## config.mk

```make
export PLATFORM = sky130hd
export DESIGN_NAME = ram_access_ctrl
export DESIGN_NICKNAME = d
export VERILOG_FILES = /design/src/rtl/lab2_pkg.sv /design/src/rtl/tick_divider.sv /design/src/rtl/ram_access_ctrl.sv
export SDC_FILE = /design/constraint.sdc
export NUM_CORES = 1
export LEC_CHECK = 0
export ABC_AREA = 0
export BUFFER_PORTS_ARGS = -buffer_cell sky130_fd_sc_hd__buf_4
export CAP_MARGIN = 10
export CORE_MARGIN = 3
export CORE_UTILIZATION = 45
export CTS_CLUSTER_DIAMETER = 50
export DETAILED_ROUTE_END_ITERATION = 10
export PLACE_DENSITY_LB_ADDON = 0.2
export SLEW_MARGIN = 20
export SYNTH_ARGS = -nofsm -noshare
export SYNTH_HDL_FRONTEND = slang
export SYNTH_SLANG_ARGS = --single-unit
```

## constraint.sdc

```tcl
create_clock -name clock -period 5.05 [get_ports clock]
set_input_delay 1.01 -clock clock [delete_from_list [all_inputs] [get_ports clock]]
set_output_delay 1.01 -clock clock [all_outputs]
set_load 0.05 [all_outputs]
```

## src/rtl/lab2_pkg.sv

```systemverilog
// Shared constants and FSM encoding for the RAM access controller.
package lab2_pkg;
    localparam int ADDR_W = 5;
    localparam int DATA_W = 3;
    localparam int DEPTH  = 2 ** ADDR_W;

    typedef enum logic [1:0] {
        IDLE,
        W_ADDR,
        W_COMMIT,
        FILL
    } state_t;
endpackage

```

## src/rtl/tick_divider.sv

```systemverilog
// Free-running divider: one-cycle tick every TICK_DIV clocks, restarting from 0 on reset.
module tick_divider #(
    parameter int TICK_DIV = 50_000_000
) (
    input  logic clock,
    input  logic reset,
    output logic tick
);
    localparam int               CNT_W    = (TICK_DIV > 1) ? $clog2(TICK_DIV) : 1;
    localparam logic [CNT_W-1:0] CNT_LAST = CNT_W'(TICK_DIV - 1);

    logic [CNT_W-1:0] cnt_q, cnt_d;

    always_comb begin
        cnt_d = (cnt_q == CNT_LAST) ? '0 : cnt_q + CNT_W'(1);
    end

    always_ff @(posedge clock) begin
        if (reset) cnt_q <= '0;
        else       cnt_q <= cnt_d;
    end

    assign tick = (cnt_q == CNT_LAST);
endmodule

```

## src/rtl/ram_access_ctrl.sv

```systemverilog
// Drives the registered-address 32x3 RAM wrapper: ticked read scan with address tags,
// single manual writes via req/ack, and whole-memory fill. wraddress leads wren/datain by one cycle.
module ram_access_ctrl
    import lab2_pkg::*;
#(
    parameter int TICK_DIV = 50_000_000,
    parameter int RD_LAT   = 2
) (
    input  logic              clock,
    input  logic              reset,
    input  logic              scan_en,
    input  logic              wr_req,
    input  logic [ADDR_W-1:0] wr_addr_in,
    input  logic [DATA_W-1:0] wr_data_in,
    input  logic              fill_start,
    input  logic [DATA_W-1:0] fill_data,
    output logic [ADDR_W-1:0] rdaddress,
    output logic [ADDR_W-1:0] wraddress,
    output logic [DATA_W-1:0] datain,
    output logic              wren,
    output logic              enable,
    output logic              busy,
    output logic              wr_ack,
    output logic              rd_valid,
    output logic [ADDR_W-1:0] rd_tag
);
    localparam logic [ADDR_W:0]   FILL_LAST = (ADDR_W + 1)'(DEPTH);
    localparam logic [ADDR_W-1:0] ADDR_MAX  = ADDR_W'(DEPTH - 1);

    logic tick;

    tick_divider #(.TICK_DIV(TICK_DIV)) u_tick (
        .clock (clock),
        .reset (reset),
        .tick  (tick)
    );

    state_t            state_q, state_d;
    logic [ADDR_W:0]   fill_cnt_q, fill_cnt_d;
    logic [ADDR_W-1:0] wr_addr_q, wr_addr_d;
    logic [DATA_W-1:0] wr_data_q, wr_data_d;
    logic [ADDR_W-1:0] rdaddress_q, rdaddress_d;
    logic              step_q, step_d;
    logic              enable_q, enable_d;
    logic [RD_LAT-1:0] pipe_vld_q, pipe_vld_d;
    logic [ADDR_W-1:0] pipe_tag_q [RD_LAT];
    logic [ADDR_W-1:0] pipe_tag_d [RD_LAT];

    always_ff @(posedge clock) begin
        if (reset) begin
            state_q     <= IDLE;
            fill_cnt_q  <= '0;
            wr_addr_q   <= '0;
            wr_data_q   <= '0;
            rdaddress_q <= '0;
            step_q      <= 1'b0;
            enable_q    <= 1'b0;
            pipe_vld_q  <= '0;
            for (int i = 0; i < RD_LAT; i++) pipe_tag_q[i] <= '0;
        end else begin
            state_q     <= state_d;
            fill_cnt_q  <= fill_cnt_d;
            wr_addr_q   <= wr_addr_d;
            wr_data_q   <= wr_data_d;
            rdaddress_q <= rdaddress_d;
            step_q      <= step_d;
            enable_q    <= enable_d;
            pipe_vld_q  <= pipe_vld_d;
            for (int i = 0; i < RD_LAT; i++) pipe_tag_q[i] <= pipe_tag_d[i];
        end
    end

    // Scan pointer and read-tag pipeline; stage 0 samples the address the cycle after it moves.
    always_comb begin
        enable_d    = 1'b1;
        step_d      = tick & scan_en;
        rdaddress_d = step_d ? rdaddress_q + ADDR_W'(1) : rdaddress_q;
        pipe_vld_d    = '0;
        pipe_vld_d[0] = step_q;
        pipe_tag_d[0] = rdaddress_q;
        for (int i = 1; i < RD_LAT; i++) begin
            pipe_vld_d[i] = pipe_vld_q[i-1];
            pipe_tag_d[i] = pipe_tag_q[i-1];
        end
    end

    always_comb begin
        state_d    = state_q;
        fill_cnt_d = fill_cnt_q;
        wr_addr_d  = wr_addr_q;
        wr_data_d  = wr_data_q;
        case (state_q)
            IDLE: begin
                if (fill_start) begin
                    state_d    = FILL;
                    fill_cnt_d = '0;
                    wr_data_d  = fill_data;
                end else if (wr_req) begin
                    state_d   = W_ADDR;
                    wr_addr_d = wr_addr_in;
                    wr_data_d = wr_data_in;
                end
            end
            W_ADDR:   state_d = W_COMMIT;
            W_COMMIT: state_d = IDLE;
            FILL: begin
                if (fill_cnt_q == FILL_LAST) state_d = IDLE;
                else                         fill_cnt_d = fill_cnt_q + (ADDR_W + 1)'(1);
            end
            default:  state_d = IDLE;
        endcase
    end

    // Fill presents address k on F(k) and commits it on F(k+1); F32 holds the last address.
    always_comb begin
        wraddress = '0;
        datain    = '0;
        wren      = 1'b0;
        busy      = 1'b0;
        wr_ack    = 1'b0;
        case (state_q)
            W_ADDR: begin
                wraddress = wr_addr_q;
                busy      = 1'b1;
            end
            W_COMMIT: begin
                wraddress = wr_addr_q;
                datain    = wr_data_q;
                wren      = 1'b1;
                wr_ack    = 1'b1;
                busy      = 1'b1;
            end
            FILL: begin
                wraddress = (fill_cnt_q == FILL_LAST) ? ADDR_MAX : fill_cnt_q[ADDR_W-1:0];
                datain    = wr_data_q;
                wren      = (fill_cnt_q != '0);
                busy      = 1'b1;
            end
            default: ;
        endcase
    end

    assign rdaddress = rdaddress_q;
    assign enable    = enable_q;
    assign rd_valid  = pipe_vld_q[RD_LAT-1];
    assign rd_tag    = pipe_tag_q[RD_LAT-1];
endmodule

```

# [Word-level counts from Yosys, hierarchy flattened]
# Memories as Yosys holds them, arrays and structs flattened.
# Index checks and enable logic that the tools add are counted.
[classes] addsub=3 muxes=20 bitwise_logic=4 reduce_logical=12 n_eq_ne=9
[op_table] op="adder 26 x 1 -> 26 bit, second input constant" count=1
[op_table] op="== test 26 bit, second input constant" count=1
[op_table] op="2-to-1 mux 5 bit" count=3
[op_table] op="2-to-1 mux 6 bit" count=2
[op_table] op="one-hot mux 6 bit (2 select lines)" count=1
[op_table] op="one-hot mux 5 bit (2 select lines)" count=1
[op_table] op="2-to-1 mux 3 bit" count=3
[op_table] op="one-hot mux 2 bit (4 select lines)" count=1
[op_table] op="adder 6 x 1 -> 6 bit, second input constant" count=1
[op_table] op="== test 6 bit, second input constant" count=1
[op_table] op="2-to-1 mux 2 bit" count=3
[op_table] op="!= test 2 bit, second input constant" count=3
[op_table] op="AND reduction 3 bit" count=2
[op_table] op="nonzero test 6 bit" count=1
[op_table] op="OR reduction 2 bit" count=3
[op_table] op="adder 5 x 1 -> 5 bit, second input constant" count=1
[op_table] op="2-to-1 mux 1 bit" count=5
[op_table] op="== test 2 bit, second input constant" count=2
[op_table] op="AND reduction 2 bit" count=2
[op_table] op="nonzero test 2 bit" count=2
[op_table] op="!= test 3 bit, second input constant" count=1
[op_table] op="OR reduction 3 bit" count=1
[op_table] op="== test 2 x 1 -> 1 bit, second input constant" count=1
[op_table] op="logical NOT 2 bit" count=1
[op_table] op="4 further kinds" count=5
[totals] wordCells=58 in_bits=16 ramBits=10 n_memories=1 output_inout_bits=23 regBits=51
[mem_list] name="pipe_tag_q" depth=2 width=5 rd=2 rd_clocked_by_memory_dff=0 write_ports=2 line="ram_access_ctrl.sv:46" text="logic [ADDR_W-1:0] pipe_tag_q [RD_LAT];"

# [Logic depth before layout (Yosys ltp)]
# Gate-level depths: netlist (run 1).
[logic_depth] word_depth=3 ltp_mapped=7 ltp_nobuf=6

# [Cells and area by module]
# From an unflattened synthesis (run 1), not the netlist that was laid out.
[unflattened] hier_cells=329 area_unflattened_um2=2939.1
[modules_own_cells] mod="ram_access_ctrl" instances=1 area_each_um2=1681.6 seq_area_each_um2=700.7 cells_per_inst=182
[modules_own_cells] mod="tick_divider" instances=1 area_each_um2=1257.5 seq_area_each_um2=520.5 cells_per_inst=147

# [Worst setup path before layout (run 1)]
# Ideal clock, no wire load.
[synth_path] path_type="register to output" start="register fill_cnt_q[0]" end="output wraddress[0]" t_arrival_ps=2309 slack_ps=1731 required_time_ps=4040 stages_incl_launch_ff=7 n_path_buf=0 cell_sequence="dfxtp_1 inv_1 ha_1 nor4b_1 and2_1 o21ai_0 a21oi_1"
[synth_via] elab_chain_cells=3
[synth_rtl] item="start, declared" line="ram_access_ctrl.sv:39" text="logic [ADDR_W:0] fill_cnt_q, fill_cnt_d;"
[synth_rtl] item="start signal, assigned" line="ram_access_ctrl.sv:62" text="fill_cnt_q <= fill_cnt_d;"
[synth_rtl] item="== test 6 bit" line="ram_access_ctrl.sv:134" text="wraddress = (fill_cnt_q == FILL_LAST) ? ADDR_MAX : fill_cnt_q[ADDR_W-1:0];"
[synth_rtl] item="2-to-1 mux 5 bit (*)" line="ram_access_ctrl.sv:134"
[synth_rtl] item="one-hot mux 5 bit (2 select lines) (*)" line="ram_access_ctrl.sv:121" text="case (state_q)"
[synth_rtl] item="end, declared" line="ram_access_ctrl.sv:18" text="output logic [ADDR_W-1:0] wraddress,"
# Every way passes the cells marked *; elsewhere a longest branch is shown, timed or not.

# [Final worst setup path (run 1)]
[layout_path] start="register fill_cnt_q[0]" end="output wraddress[2]"
[layout_via] elab_chain_cells=3
[layout_rtl] item="== test 6 bit" line="ram_access_ctrl.sv:134"
[layout_rtl] item="2-to-1 mux 5 bit" line="ram_access_ctrl.sv:134"
[layout_rtl] item="one-hot mux 5 bit (2 select lines)" line="ram_access_ctrl.sv:121"
# Every way passes these cells.

==> results of run 1 <==
-- metrics by stage --
stage / utilization [%] / hold WS, ps
finish: 54.4 / 445
CTS: 54.3 / 449
floorplan: - / 414
global placement: 51.3 / 418
detailed placement: 51.3 / 432
global route: 54.4 / 463
-- per-layer routing --
layer / part of all wire (%) / vias to the layer above
li1: - / 1216
met1: 47 / 1072
met2: 46 / 43
met3: 5.7 / 6
met4: 0.95 / 0
met5: 0 / -
-- sequential cells by signal, indices dropped and copies added, names as in the netlist --
signal	flops
state_q	2
pipe_tag_q	10
fill_cnt_q	6
enable	1
u_tick.cnt_q	26
pipe_vld_q	2
rdaddress	5
wr_addr_q	5
wr_data_q	3
step_q	1
-- cells by family (layout without fill, tap and decap cells) --
group                      count (synthesis)  count (layout)  synth area share (%)
xor gates and xnor gates                  11              11                  3.39
adders and majority gates                  9               9                  3.96
and+or+nand+nor                          134             134                  26.1
muxes                                      7               7                  2.60
DFF                                       61              61                  43.0
buffers and inverters                     31              65                  5.90
AOI/OAI and AO/OA                         73              73                  15.1
-- placed cells by master (no fill, tap or decap), types with 5 or more instances in the layout --
cell type and n:
inv_1 11, clkbuf_8 10, o21ai_0 19, nand4_1 10, o21a_1 6, dfxtp_1 61, nand3_1 19, ha_1 9
a211oi_1 5, nor2_1 24, xor2_1 7, nand2_1 23, a21oi_1 30, and4_1 5, buf_4 38, nor2b_1 17
or3_1 9, o31ai_1 5, or4_1 5
-- power groups by stage --
| stage | Combinational (uW) | Clock, uW | Sequential [uW] |
|---|---|---|---|
| floorplan | 144 | 0 | 518 |
| global placement | 193 | 0 | 518 |
| detailed placement | 195 | 0 | 519 |
| CTS | 196 | 395 | 508 |
| global route | 212 | 418 | 510 |
| finish | 195 | 378 | 508 |
-- worst max-delay path: stages, from the launching register on --
cell     delay, ps
dfxtp_1        360
inv_1           70
ha_1           130
nor4b_2        520
and2_1         290
o21ai_0         90
a21oi_1        180
buf_4          220
-- path summary, 6_finish.rpt --
kind | from | endpoint | slack, ps
worst min-delay path | pipe_tag_q[0][1] | pipe_tag_q[0][6] | 450
worst min register to register | pipe_tag_q[0][1] | pipe_tag_q[0][6] | 450
worst max register to register | state_q[0] | fill_cnt_q[5] | 2860
worst max-delay path | fill_cnt_q[0] | wraddress[2] | 1850
-- final cells by class --
class	instances	area share (%)
multi-input cells	234	44.5
flip-flops and latches	61	37.3
repair buffers	38	8.71
clock buffers	11	4.31
well taps	75	2.86
inverters	11	1.26
clock inverters	5	1.11
==> impl_metrics.prom, run 1 <==
# TYPE chip_impl_metric gauge
chip_impl_info{name="status",value="completed"} 1
chip_impl_metric{name="hold_bufs_inserted_after_cts",unit=""} 0
chip_impl_metric{name="post_synth_edffs",unit=""} 0
chip_impl_metric{name="timing.final.hold_violations",unit=""} 0
chip_impl_metric{name="postSynthRegisterBits",unit=""} 61
chip_impl_metric{name="setup-tns-final",unit="ps"} 0
chip_impl_metric{name="final-max-slew-violation-count",unit=""} 0
chip_impl_metric{name="worst_slew_pin_slew",unit="ps"} 644
chip_impl_metric{name="wl_per_cell",unit="microns"} 13.1
chip_impl_metric{name="timing.fmax",unit="MHz"} 312
chip_impl_metric{name="core_area",unit="sq um"} 6030
chip_impl_metric{name="initial_antenna_violation_count",unit=""} 0
chip_impl_metric{name="synth_warnings",unit=""} 0
chip_impl_metric{name="die_x",unit="microns"} 85.4
chip_impl_info{name="synth.most_common_cell",value="dfxtp_1"} 1
chip_impl_metric{name="post_synth_instance_area",unit="sq um"} 2840
chip_impl_metric{name="placement.cell_area",unit="sq um"} 3090
chip_impl_metric{name="ctsLongestPathBuffers",unit=""} 2
chip_impl_metric{name="drt-pass1-iter-count",unit=""} 5
chip_impl_metric{name="grt_met2_usage",unit="%"} 26.1
chip_impl_metric{name="power.ir.vdd_worst",unit="mV"} 0.208
chip_impl_info{name="post_synth_top_flop",value="dfxtp_1"} 1
chip_impl_metric{name="finish.instance_area",unit="sq um"} 3280
chip_impl_metric{name="pwr-share-clk",unit="%"} 35.0
chip_impl_metric{name="n_fill_cell",unit=""} 580
chip_impl_metric{name="synth_cell_type_count",unit=""} 43
chip_impl_metric{name="synthesis.area_per_instance",unit="sq um"} 8.71
chip_impl_metric{name="port-buffer-count",unit=""} 38
chip_impl_metric{name="combinationalPowerShare",unit="%"} 18.0
chip_impl_metric{name="grt_first_pass_wirelength",unit="microns"} 9770
chip_impl_metric{name="net-switching-power",unit="uW"} 323
chip_impl_metric{name="synth_sequential_area_ratio",unit="%"} 43.0
chip_impl_metric{name="setup_ws",unit="ps"} 1850
chip_impl_metric{name="numClockSinks",unit=""} 61
chip_impl_info{name="critical_path_class",value="flip-flop to output port"} 1
chip_impl_metric{name="clk_latency",unit="ps"} 340
chip_impl_metric{name="num_vias",unit=""} 2337
chip_impl_metric{name="post-route-period-util",unit="%"} 63.4
chip_impl_metric{name="globalplace.congestion",unit=""} 0.832
chip_impl_metric{name="cts-htree-levels",unit=""} 3
chip_impl_metric{name="timing.hold.worst_path_depth",unit=""} 1
chip_impl_metric{name="wire_length_after_detailed_routing",unit="microns"} 5690
chip_impl_metric{name="grt-ovfl-total",unit=""} 0
chip_impl_metric{name="timing.reg2reg.worst_path_depth",unit=""} 5
chip_impl_metric{name="timing.max_cap.violations",unit=""} 0
chip_impl_metric{name="required",unit="ps"} 4040
chip_impl_metric{name="pwr-share-seq",unit="%"} 47.0
chip_impl_metric{name="worst_slack_after_detailed_placement",unit="ps"} 1860
chip_impl_metric{name="detailedRoute.firstIterationViolations",unit=""} 75
chip_impl_metric{name="antenna_cells_inserted",unit=""} 0
chip_impl_metric{name="placementRows",unit=""} 28
chip_impl_metric{name="grt_use_met1",unit="%"} 20.5
chip_impl_metric{name="resized_cells_post_cts",unit=""} 0
chip_impl_metric{name="numCtsBuffers",unit=""} 9
chip_impl_info{name="synth_top_cells_by_area",value="dfxtp_1 (43%), a21oi_1 (5.3%), ha_1 (4.0%), nor2b_1 (3.7%), nand3_1 (3.3%)"} 1
chip_impl_info{name="most_area_hungry_cell_type_in_the_yosys_netlist",value="dfxtp_1"} 1
chip_impl_info{name="critical_path.startpoint_type",value="flip-flop"} 1
chip_impl_metric{name="maximum_fanout_along_the_worst_path",unit=""} 8
chip_impl_metric{name="multiInputGateArea",unit="sq um"} 1460
chip_impl_metric{name="grt_use_total",unit="%"} 16.8
chip_impl_metric{name="reg_clk_slew_reported_paths",unit="ps"} 70
chip_impl_metric{name="detail-route-antenna-nets",unit=""} 0
chip_impl_metric{name="finalWorstPathRequiredPeriod",unit="ps"} 3200
chip_impl_metric{name="floorplan.die.height",unit="microns"} 85.4
chip_impl_metric{name="synth.net_count",unit=""} 351
chip_impl_metric{name="drc",unit=""} 0
chip_impl_info{name="holdCritPathClass",value="flip-flop to flip-flop"} 1
chip_impl_info{name="post_synth_most_frequent_cells",value="dfxtp_1 (61), a21oi_1 (30), nor2_1 (24), nand2_1 (23)"} 1
chip_impl_metric{name="finalClockSkew",unit="ps"} 5.84
chip_impl_metric{name="first_global_vias",unit=""} 2159
chip_impl_metric{name="grt_start_max_net_pins",unit=""} 34
chip_impl_metric{name="boundaryPins",unit=""} 39
chip_impl_metric{name="post_cts_buffers",unit=""} 0
chip_impl_metric{name="leak",unit="uW"} 0.00123
chip_impl_metric{name="synthArstFlopShare",unit="%"} 0
chip_impl_metric{name="rel_slew_slack",unit="%"} 55.8
chip_impl_info{name="tritoncts",value="yes"} 1
chip_impl_metric{name="layout-area-overhead-vs-synth",unit="%"} 15.4
chip_impl_metric{name="instances_no_fill",unit=""} 435
chip_impl_metric{name="layout-drive-gt1-share",unit="%"} 17.5
chip_impl_metric{name="viasPerCell",unit=""} 5.37
chip_impl_metric{name="yosys_top_cell_area_share",unit="%"} 43.0
chip_impl_metric{name="total_power",unit="uW"} 1080
chip_impl_info{name="global_route.peak_usage_layer",value="met2"} 1
chip_impl_metric{name="internal_power",unit="uW"} 757
chip_impl_metric{name="die_area",unit="sq um"} 7300
chip_impl_metric{name="area.sequential",unit="sq um"} 1220
chip_impl_metric{name="timing.final.setup_violations",unit=""} 0
chip_impl_info{name="unrepaired_setup_endpoints_after_global_routing",value="false"} 1
chip_impl_info{name="cts-root-buf",value="clkbuf_8"} 1
chip_impl_metric{name="hpwlAfterDp",unit="microns"} 3980
chip_impl_metric{name="power.switching_fraction",unit="%"} 29.9
chip_impl_metric{name="finish.net_count",unit=""} 380
chip_impl_metric{name="power_density",unit="nW/um^2"} 330
chip_impl_metric{name="gr-usage-met3",unit="%"} 7.86
chip_impl_metric{name="start_util",unit="%"} 47.1
chip_impl_info{name="critPathCaptureType",value="output port"} 1
chip_impl_metric{name="cp_data_arrival_time",unit="ps"} 2190
chip_impl_metric{name="synthesis.instances",unit=""} 326
chip_impl_metric{name="dpl.cell_count",unit=""} 419
No activity file was read; power rests on OpenSTA's default activity.
==> run 2: changes to the inputs <==
Clock period 5.05 ns to 3.32 ns, I/O delays scaled along.
==> impl_metrics.prom, run 2 (synthesis results as in run 1) <==
# TYPE chip_impl_metric gauge
chip_impl_metric{name="wire_length_after_detailed_routing",unit="microns"} 5930
chip_impl_metric{name="layout-drive-gt1-share",unit="%"} 17.2
chip_impl_metric{name="critical-path-max-stage-delay",unit="ps"} 360
chip_impl_metric{name="setup-tns-final",unit="ps"} 0
chip_impl_metric{name="start_util",unit="%"} 47.1
chip_impl_metric{name="cp_data_arrival_time",unit="ps"} 1990
chip_impl_info{name="status",value="completed"} 1
chip_impl_info{name="top_regs",value="u_tick.cnt_q (26), pipe_tag_q (10), fill_cnt_q (6)"} 1
chip_impl_info{name="largest_register",value="u_tick.cnt_q"} 1
chip_impl_metric{name="viasPerCell",unit=""} 5.47
chip_impl_metric{name="timing.reg2reg.worst_path_depth",unit=""} 5
chip_impl_metric{name="numClockSinks",unit=""} 61
chip_impl_metric{name="num_vias",unit=""} 2383
chip_impl_metric{name="power.ir.vdd_worst",unit="mV"} 0.437
chip_impl_info{name="cts-root-buf",value="clkbuf_8"} 1
chip_impl_info{name="crit_path_start",value="fill_cnt_q[0]"} 1
chip_impl_metric{name="grt_start_max_net_pins",unit=""} 34
chip_impl_metric{name="finalWorstPathRequiredPeriod",unit="ps"} 2650
chip_impl_info{name="worst_r2r_startpoint",value="state_q[0]"} 1
chip_impl_metric{name="numCtsBuffers",unit=""} 9
chip_impl_metric{name="post-route-period-util",unit="%"} 79.9
chip_impl_metric{name="ctsLongestPathBuffers",unit=""} 2
chip_impl_metric{name="antenna_cells_inserted",unit=""} 0
chip_impl_info{name="holdCritPathClass",value="flip-flop to flip-flop"} 1
chip_impl_metric{name="floorplan.die.height",unit="microns"} 85.4
chip_impl_info{name="tritoncts",value="yes"} 1
chip_impl_metric{name="layout-area-overhead-vs-synth",unit="%"} 15.9
chip_impl_metric{name="worst_slew_pin_slew",unit="ps"} 641
chip_impl_metric{name="placementRows",unit=""} 28
chip_impl_metric{name="power_density",unit="nW/um^2"} 521
chip_impl_info{name="critical_path_class",value="flip-flop to output port"} 1
chip_impl_metric{name="die_area",unit="sq um"} 7300
chip_impl_metric{name="timing.max_cap.violations",unit=""} 0
chip_impl_metric{name="drt-pass1-iter-count",unit=""} 4
chip_impl_metric{name="finalClockSkew",unit="ps"} 7.38
chip_impl_info{name="mostFrequentLayoutCell",value="dfxtp_1"} 1
chip_impl_metric{name="leak",unit="uW"} 0.00125
chip_impl_info{name="most-common-layout-cells",value="dfxtp_1 (61), buf_4 (39), a21oi_1 (30), nor2_1 (24), nand2_1 (23)"} 1
chip_impl_info{name="endpoint",value="wraddress[2]"} 1
chip_impl_info{name="highest_delay_cell_along_the_critical_path",value="dfxtp_1"} 1
chip_impl_metric{name="grt_first_pass_wirelength",unit="microns"} 10100
chip_impl_metric{name="boundaryPins",unit=""} 39
chip_impl_metric{name="globalplace.congestion",unit=""} 0.855
chip_impl_metric{name="timing.final.hold_violations",unit=""} 0
chip_impl_metric{name="die_x",unit="microns"} 85.4
chip_impl_metric{name="reg_clk_slew_reported_paths",unit="ps"} 60
chip_impl_metric{name="required",unit="ps"} 2660
chip_impl_metric{name="port-buffer-count",unit=""} 38
chip_impl_metric{name="drc",unit=""} 0
chip_impl_info{name="crit-reg2reg-capture",value="fill_cnt_q[5]"} 1
chip_impl_metric{name="cts-htree-levels",unit=""} 3
chip_impl_metric{name="initial_antenna_violation_count",unit=""} 0
chip_impl_metric{name="final-max-slew-violation-count",unit=""} 0
chip_impl_metric{name="clk_latency",unit="ps"} 340
chip_impl_metric{name="timing.fmax",unit="MHz"} 377
chip_impl_metric{name="core_area",unit="sq um"} 6030
chip_impl_metric{name="regToRegSetupSlack",unit="ps"} 1120
chip_impl_metric{name="hold_bufs_inserted_after_cts",unit=""} 0
chip_impl_info{name="critPathCaptureType",value="output port"} 1
chip_impl_metric{name="detailedRoute.firstIterationViolations",unit=""} 92
chip_impl_metric{name="maximum_fanout_along_the_worst_path",unit=""} 7
chip_impl_metric{name="grt_use_total",unit="%"} 17.0
chip_impl_metric{name="first_global_vias",unit=""} 2166
chip_impl_metric{name="hpwlAfterDp",unit="microns"} 3980
chip_impl_metric{name="rel_slew_slack",unit="%"} 56.0
chip_impl_metric{name="grt-ovfl-total",unit=""} 0
chip_impl_metric{name="placement.cell_area",unit="sq um"} 3100
chip_impl_metric{name="timing.final.setup_violations",unit=""} 0
chip_impl_metric{name="finish.net_count",unit=""} 381
chip_impl_metric{name="resized_cells_post_cts",unit=""} 0
chip_impl_info{name="critical_path.startpoint_type",value="flip-flop"} 1
chip_impl_metric{name="post_cts_buffers",unit=""} 0
chip_impl_info{name="critical_path.cell_chain",value="inv_1 > ha_1 > nor4b_1 > and2_1 > o21ai_0 > a21oi_1 > buf_4"} 1
chip_impl_metric{name="finish.instance_area",unit="sq um"} 3290
chip_impl_info{name="unrepaired_setup_endpoints_after_global_routing",value="false"} 1
chip_impl_metric{name="largest_register_ffs",unit=""} 26
chip_impl_metric{name="wl_per_cell",unit="microns"} 13.6
chip_impl_metric{name="detail-route-antenna-nets",unit=""} 0
[run 2: cell types whose count changed in the layout (fill, tap and decap cells not counted), sizes merged]
cell	delta
bufinv	+1
buf	+1
clkinvlp	-2
clkbuf	+1
[run 2: how the worst min path moves through the flow]
stage                     start               end  slack, ps  cells past startpoint
2_1_floorplan  pipe_tag_q[0][0]  pipe_tag_q[0][5]        410                      1
3_3_place_gp   pipe_tag_q[0][0]  pipe_tag_q[0][5]        420                      1
3_5_place_dp   pipe_tag_q[0][0]  pipe_tag_q[0][5]        430                      1
4_1_cts        pipe_tag_q[0][2]  pipe_tag_q[0][7]        450                      1
5_1_grt        pipe_tag_q[0][0]  pipe_tag_q[0][5]        460                      1
6_report       pipe_tag_q[0][2]  pipe_tag_q[0][7]        440                      1
[run 2: power by group]
group	switching, uW	internal (uW)	leakage (uW)	total [uW]
Combinational	191	105	0.000660	296
Clock	282	365	0.0000964	647
Sequential	16.2	757	0.000494	773
Total	489	1230	0.00125	1720
[run 2: critical path: cells and delay by family, from the launching register on]
| kind | cells | cell delay (ps) |
|---|---|---|
| AO/OA/AOI/OAI | 2 | 320 |
| flip-flops | 1 | 360 |
| buffers and inverters | 2 | 290 |
| adder cells (fa/ha/maj) | 1 | 130 |
| AND/OR/NAND/NOR | 2 | 540 |
[run 2: through the flow]
stage,setup WS (ps),hold WS [ps],util [%],power [uW],std cells
3_5_place_dp,1080,427,51.5,1090,420
5_1_grt,497,462,54.7,1800,436
4_1_cts,668,446,54.7,1740,436
3_3_place_gp,1140,421,51.5,1080,420
6_report,667,439,54.7,1720,436
2_1_floorplan,347,414,-,1010,326
[run 2: cell type report]
| class | count | area (sq um) |
|---|---|---|
| clock buffers | 12 | 145 |
| clock inverters | 4 | 47.5 |
| fillers | 586 | 2730 |
| inverters | 11 | 41.3 |
| multi-input cells | 234 | 1450 |
| flip-flops and latches | 61 | 1220 |
| well taps | 75 | 93.8 |
| repair buffers | 39 | 293 |
[run 2: per-layer routing]
metal / track usage [%] / up-vias / routed length [microns]
li1: - / 1213 / -
met1: 22.9 / 1105 / 2950
met2: 24.3 / 57 / 2570
met3: 6.99 / 8 / 352
met4: 6.62 / 0 / 63
met5: 0 / - / 0
==> run 3: changes to the inputs <==
Settings changed: ABC_AREA 0 to 1.
Clock period 3.32 ns to 2.75 ns, I/O delays scaled along.
==> impl_metrics.prom, run 3 <==
# TYPE chip_impl_metric gauge
chip_impl_info{name="status",value="completed"} 1
chip_impl_metric{name="synth.mux.area_fraction",unit="%"} 0
chip_impl_info{name="synth_top_family_by_area",value="simple AND/OR/NAND/NOR gates"} 1
chip_impl_metric{name="largest_register_ffs",unit=""} 26
chip_impl_metric{name="reg_clk_slew_reported_paths",unit="ps"} 80
chip_impl_metric{name="die_x",unit="microns"} 88.9
chip_impl_metric{name="clk_latency",unit="ps"} 340
chip_impl_metric{name="synth_warnings",unit=""} 0
chip_impl_metric{name="post_synth_edffs",unit=""} 0
chip_impl_metric{name="num_vias",unit=""} 2809
chip_impl_info{name="tritoncts",value="yes"} 1
chip_impl_metric{name="numCtsBuffers",unit=""} 9
chip_impl_metric{name="globalplace.congestion",unit=""} 0.907
chip_impl_metric{name="maximum_fanout_along_the_worst_path",unit=""} 6
chip_impl_metric{name="antenna_cells_inserted",unit=""} 0
chip_impl_metric{name="n_fill_cell",unit=""} 625
chip_impl_metric{name="numClockSinks",unit=""} 61
chip_impl_metric{name="timing.max_cap.violations",unit=""} 0
chip_impl_metric{name="synth_compound_area_share",unit="%"} 8.41
chip_impl_metric{name="yosys_top_cell_area_share",unit="%"} 39.5
chip_impl_metric{name="finalWorstPathRequiredPeriod",unit="ps"} 2400
chip_impl_metric{name="setup-tns-final",unit="ps"} 0
chip_impl_metric{name="rel_slew_slack",unit="%"} 71.8
chip_impl_info{name="synth_top_cells_by_area",value="dfxtp_1 (39%), nand2_1 (12%), nor2_1 (9.7%), inv_1 (7.8%), a21oi_1 (4.7%)"} 1
chip_impl_info{name="critical_path.startpoint_type",value="flip-flop"} 1
chip_impl_metric{name="synth_sequential_area_ratio",unit="%"} 39.5
chip_impl_metric{name="synth.net_count",unit=""} 480
chip_impl_metric{name="synthesis.area_per_instance",unit="sq um"} 6.80
chip_impl_metric{name="holdWs",unit="ps"} 401
chip_impl_info{name="mostFrequentLayoutCell",value="nand2_1"} 1
chip_impl_metric{name="first_global_vias",unit=""} 2603
chip_impl_metric{name="timing.fmax",unit="MHz"} 416
chip_impl_metric{name="cp_data_arrival_time",unit="ps"} 1850
chip_impl_info{name="post_synth_most_frequent_cells",value="nand2_1 (102), nor2_1 (80), inv_1 (64), dfxtp_1 (61), a21oi_1 (29)"} 1
chip_impl_metric{name="post_synth_instance_area",unit="sq um"} 3090
chip_impl_info{name="unrepaired_setup_endpoints_after_global_routing",value="false"} 1
chip_impl_metric{name="hold_bufs_inserted_after_cts",unit=""} 0
chip_impl_info{name="holdCritPathClass",value="flip-flop to flip-flop"} 1
chip_impl_metric{name="finish.net_count",unit=""} 517
chip_impl_info{name="critPathCaptureType",value="output port"} 1
chip_impl_metric{name="layout-drive-gt1-share",unit="%"} 14.1
chip_impl_metric{name="grt-ovfl-total",unit=""} 0
chip_impl_metric{name="boundaryPins",unit=""} 39
chip_impl_metric{name="synthesis.instances",unit=""} 455
chip_impl_metric{name="wl_per_cell",unit="microns"} 11.4
chip_impl_metric{name="viasPerCell",unit=""} 4.89
chip_impl_info{name="largest_register",value="u_tick.cnt_q"} 1
chip_impl_metric{name="timing.final.hold_violations",unit=""} 0
chip_impl_metric{name="xor_and_xnor_fraction_of_the_mapped_netlist_area",unit="%"} 2.83
chip_impl_metric{name="synthArstFlopShare",unit="%"} 0
chip_impl_metric{name="area.sequential",unit="sq um"} 1220
chip_impl_metric{name="grt_use_total",unit="%"} 18.2
chip_impl_metric{name="required",unit="ps"} 2200
chip_impl_metric{name="floorplan.die.height",unit="microns"} 88.9
chip_impl_metric{name="cts-htree-levels",unit=""} 3
chip_impl_metric{name="detailedRoute.firstIterationViolations",unit=""} 181
chip_impl_info{name="critical_path_class",value="flip-flop to output port"} 1
chip_impl_metric{name="initial_antenna_violation_count",unit=""} 0
chip_impl_metric{name="ctsLongestPathBuffers",unit=""} 2
chip_impl_metric{name="postSynthRegisterBits",unit=""} 61
chip_impl_metric{name="grt_start_max_net_pins",unit=""} 27
chip_impl_metric{name="drc",unit=""} 0
chip_impl_metric{name="port-buffer-count",unit=""} 38
chip_impl_metric{name="leak",unit="uW"} 0.00147
chip_impl_info{name="synth.most_common_cell",value="nand2_1"} 1
chip_impl_metric{name="core_area",unit="sq um"} 6490
chip_impl_metric{name="drt-pass1-iter-count",unit=""} 4
chip_impl_info{name="most-common-layout-cells",value="nand2_1 (102), nor2_1 (80), inv_1 (64), dfxtp_1 (61), buf_4 (39)"} 1
chip_impl_metric{name="resized_cells_post_cts",unit=""} 0
chip_impl_info{name="most_area_hungry_cell_type_in_the_yosys_netlist",value="dfxtp_1"} 1
chip_impl_metric{name="start_util",unit="%"} 47.6
chip_impl_metric{name="layout-area-overhead-vs-synth",unit="%"} 16.1
chip_impl_metric{name="grt_first_pass_wirelength",unit="microns"} 11300
chip_impl_metric{name="timing.final.setup_violations",unit=""} 0
chip_impl_metric{name="worst_slew_pin_slew",unit="ps"} 423
chip_impl_info{name="cts-root-buf",value="clkbuf_8"} 1
chip_impl_metric{name="area_share_of_and_or_nand_nor_cells_after_synthesis",unit="%"} 34.8
chip_impl_metric{name="die_area",unit="sq um"} 7900
chip_impl_metric{name="hpwlAfterDp",unit="microns"} 4890
chip_impl_metric{name="final-max-slew-violation-count",unit=""} 0
chip_impl_metric{name="wire_length_after_detailed_routing",unit="microns"} 6560
chip_impl_info{name="post_synth_top_flop",value="dfxtp_1"} 1
chip_impl_metric{name="power_density",unit="nW/um^2"} 659
chip_impl_metric{name="post-route-period-util",unit="%"} 87.4
chip_impl_metric{name="multiInputGateArea",unit="sq um"} 1540
chip_impl_metric{name="detail-route-antenna-nets",unit=""} 0
chip_impl_metric{name="finalClockSkew",unit="ps"} 8.94
chip_impl_metric{name="post_cts_buffers",unit=""} 0
chip_impl_metric{name="synth_cell_type_count",unit=""} 30
chip_impl_metric{name="power.ir.vdd_worst",unit="mV"} 0.639
chip_impl_metric{name="synth_adder_area_share",unit="%"} 3.64
chip_impl_metric{name="placementRows",unit=""} 29
chip_impl_info{name="top_regs",value="u_tick.cnt_q (26), pipe_tag_q (10), fill_cnt_q (6)"} 1
run 3: worst max-delay path, stage by stage, from the launching register on:
cell and delay [ps]:
dfxtp_1 340, inv_1 100, ha_1 150, nand2_1 50, nor2_1 150, and2_1 240
o21ai_0 100, a21oi_1 170, buf_4 220
run 3: final timing paths:
path                                          to        startpoint  depth (start not counted)  slack, ps
worst max-delay path                wraddress[3]     fill_cnt_q[0]                          8        350
worst min-delay path            pipe_tag_q[0][7]  pipe_tag_q[0][2]                          2        400
worst max register to register  u_tick.cnt_q[17]   u_tick.cnt_q[0]                         10       1010
worst min register to register  pipe_tag_q[0][7]  pipe_tag_q[0][2]                          2        400
run 3: cell families after synthesis:
family / count (synthesis)
xor gates and xnor gates: 10
buffers and inverters: 79
AOI/OAI and AO/OA: 51
and+or+nand+nor: 245
DFF: 61
adders and majority gates: 9
run 3: cell type report:
class / instances / share of cell area [%]
Multi-Input combinational cell: 315 / 42.8
Inverter: 66 / 6.90
Timing Repair Buffer: 39 / 8.15
Sequential cell: 61 / 34.0
Clock buffer: 9 / 3.45
Clock inverter: 7 / 2.06
Tap cell: 77 / 2.68
run 3: report_power, final:
group	internal (uW)	leakage (uW)	switching [uW]
Clock	421	0.0000996	373
Combinational	183	0.000876	399
Sequential	944	0.000495	48.8
Total	1550	0.00147	820
run 3: layer usage:
metal	vias up	global-route usage, %	share of wire, %
met5	-	0	0
met3	8	3.96	5.2
met2	72	28.3	43
met1	1232	24.2	51
met4	0	7.83	1.1
li1	1497	-	-
run 3: stage by stage:
stage | cell area (sq um) | std cells | setup slack [ps] | utilization, % | power, uW
2_1_floorplan | 3090 | 455 | 348 | - | 1440
3_3_place_gp | 3390 | 558 | 775 | 52.3 | 1590
3_5_place_dp | 3390 | 558 | 753 | 52.3 | 1590
4_1_cts | 3590 | 574 | 356 | 55.3 | 2390
5_1_grt | 3590 | 574 | 231 | 55.3 | 2500
6_report | 3590 | 574 | 348 | 55.3 | 2370
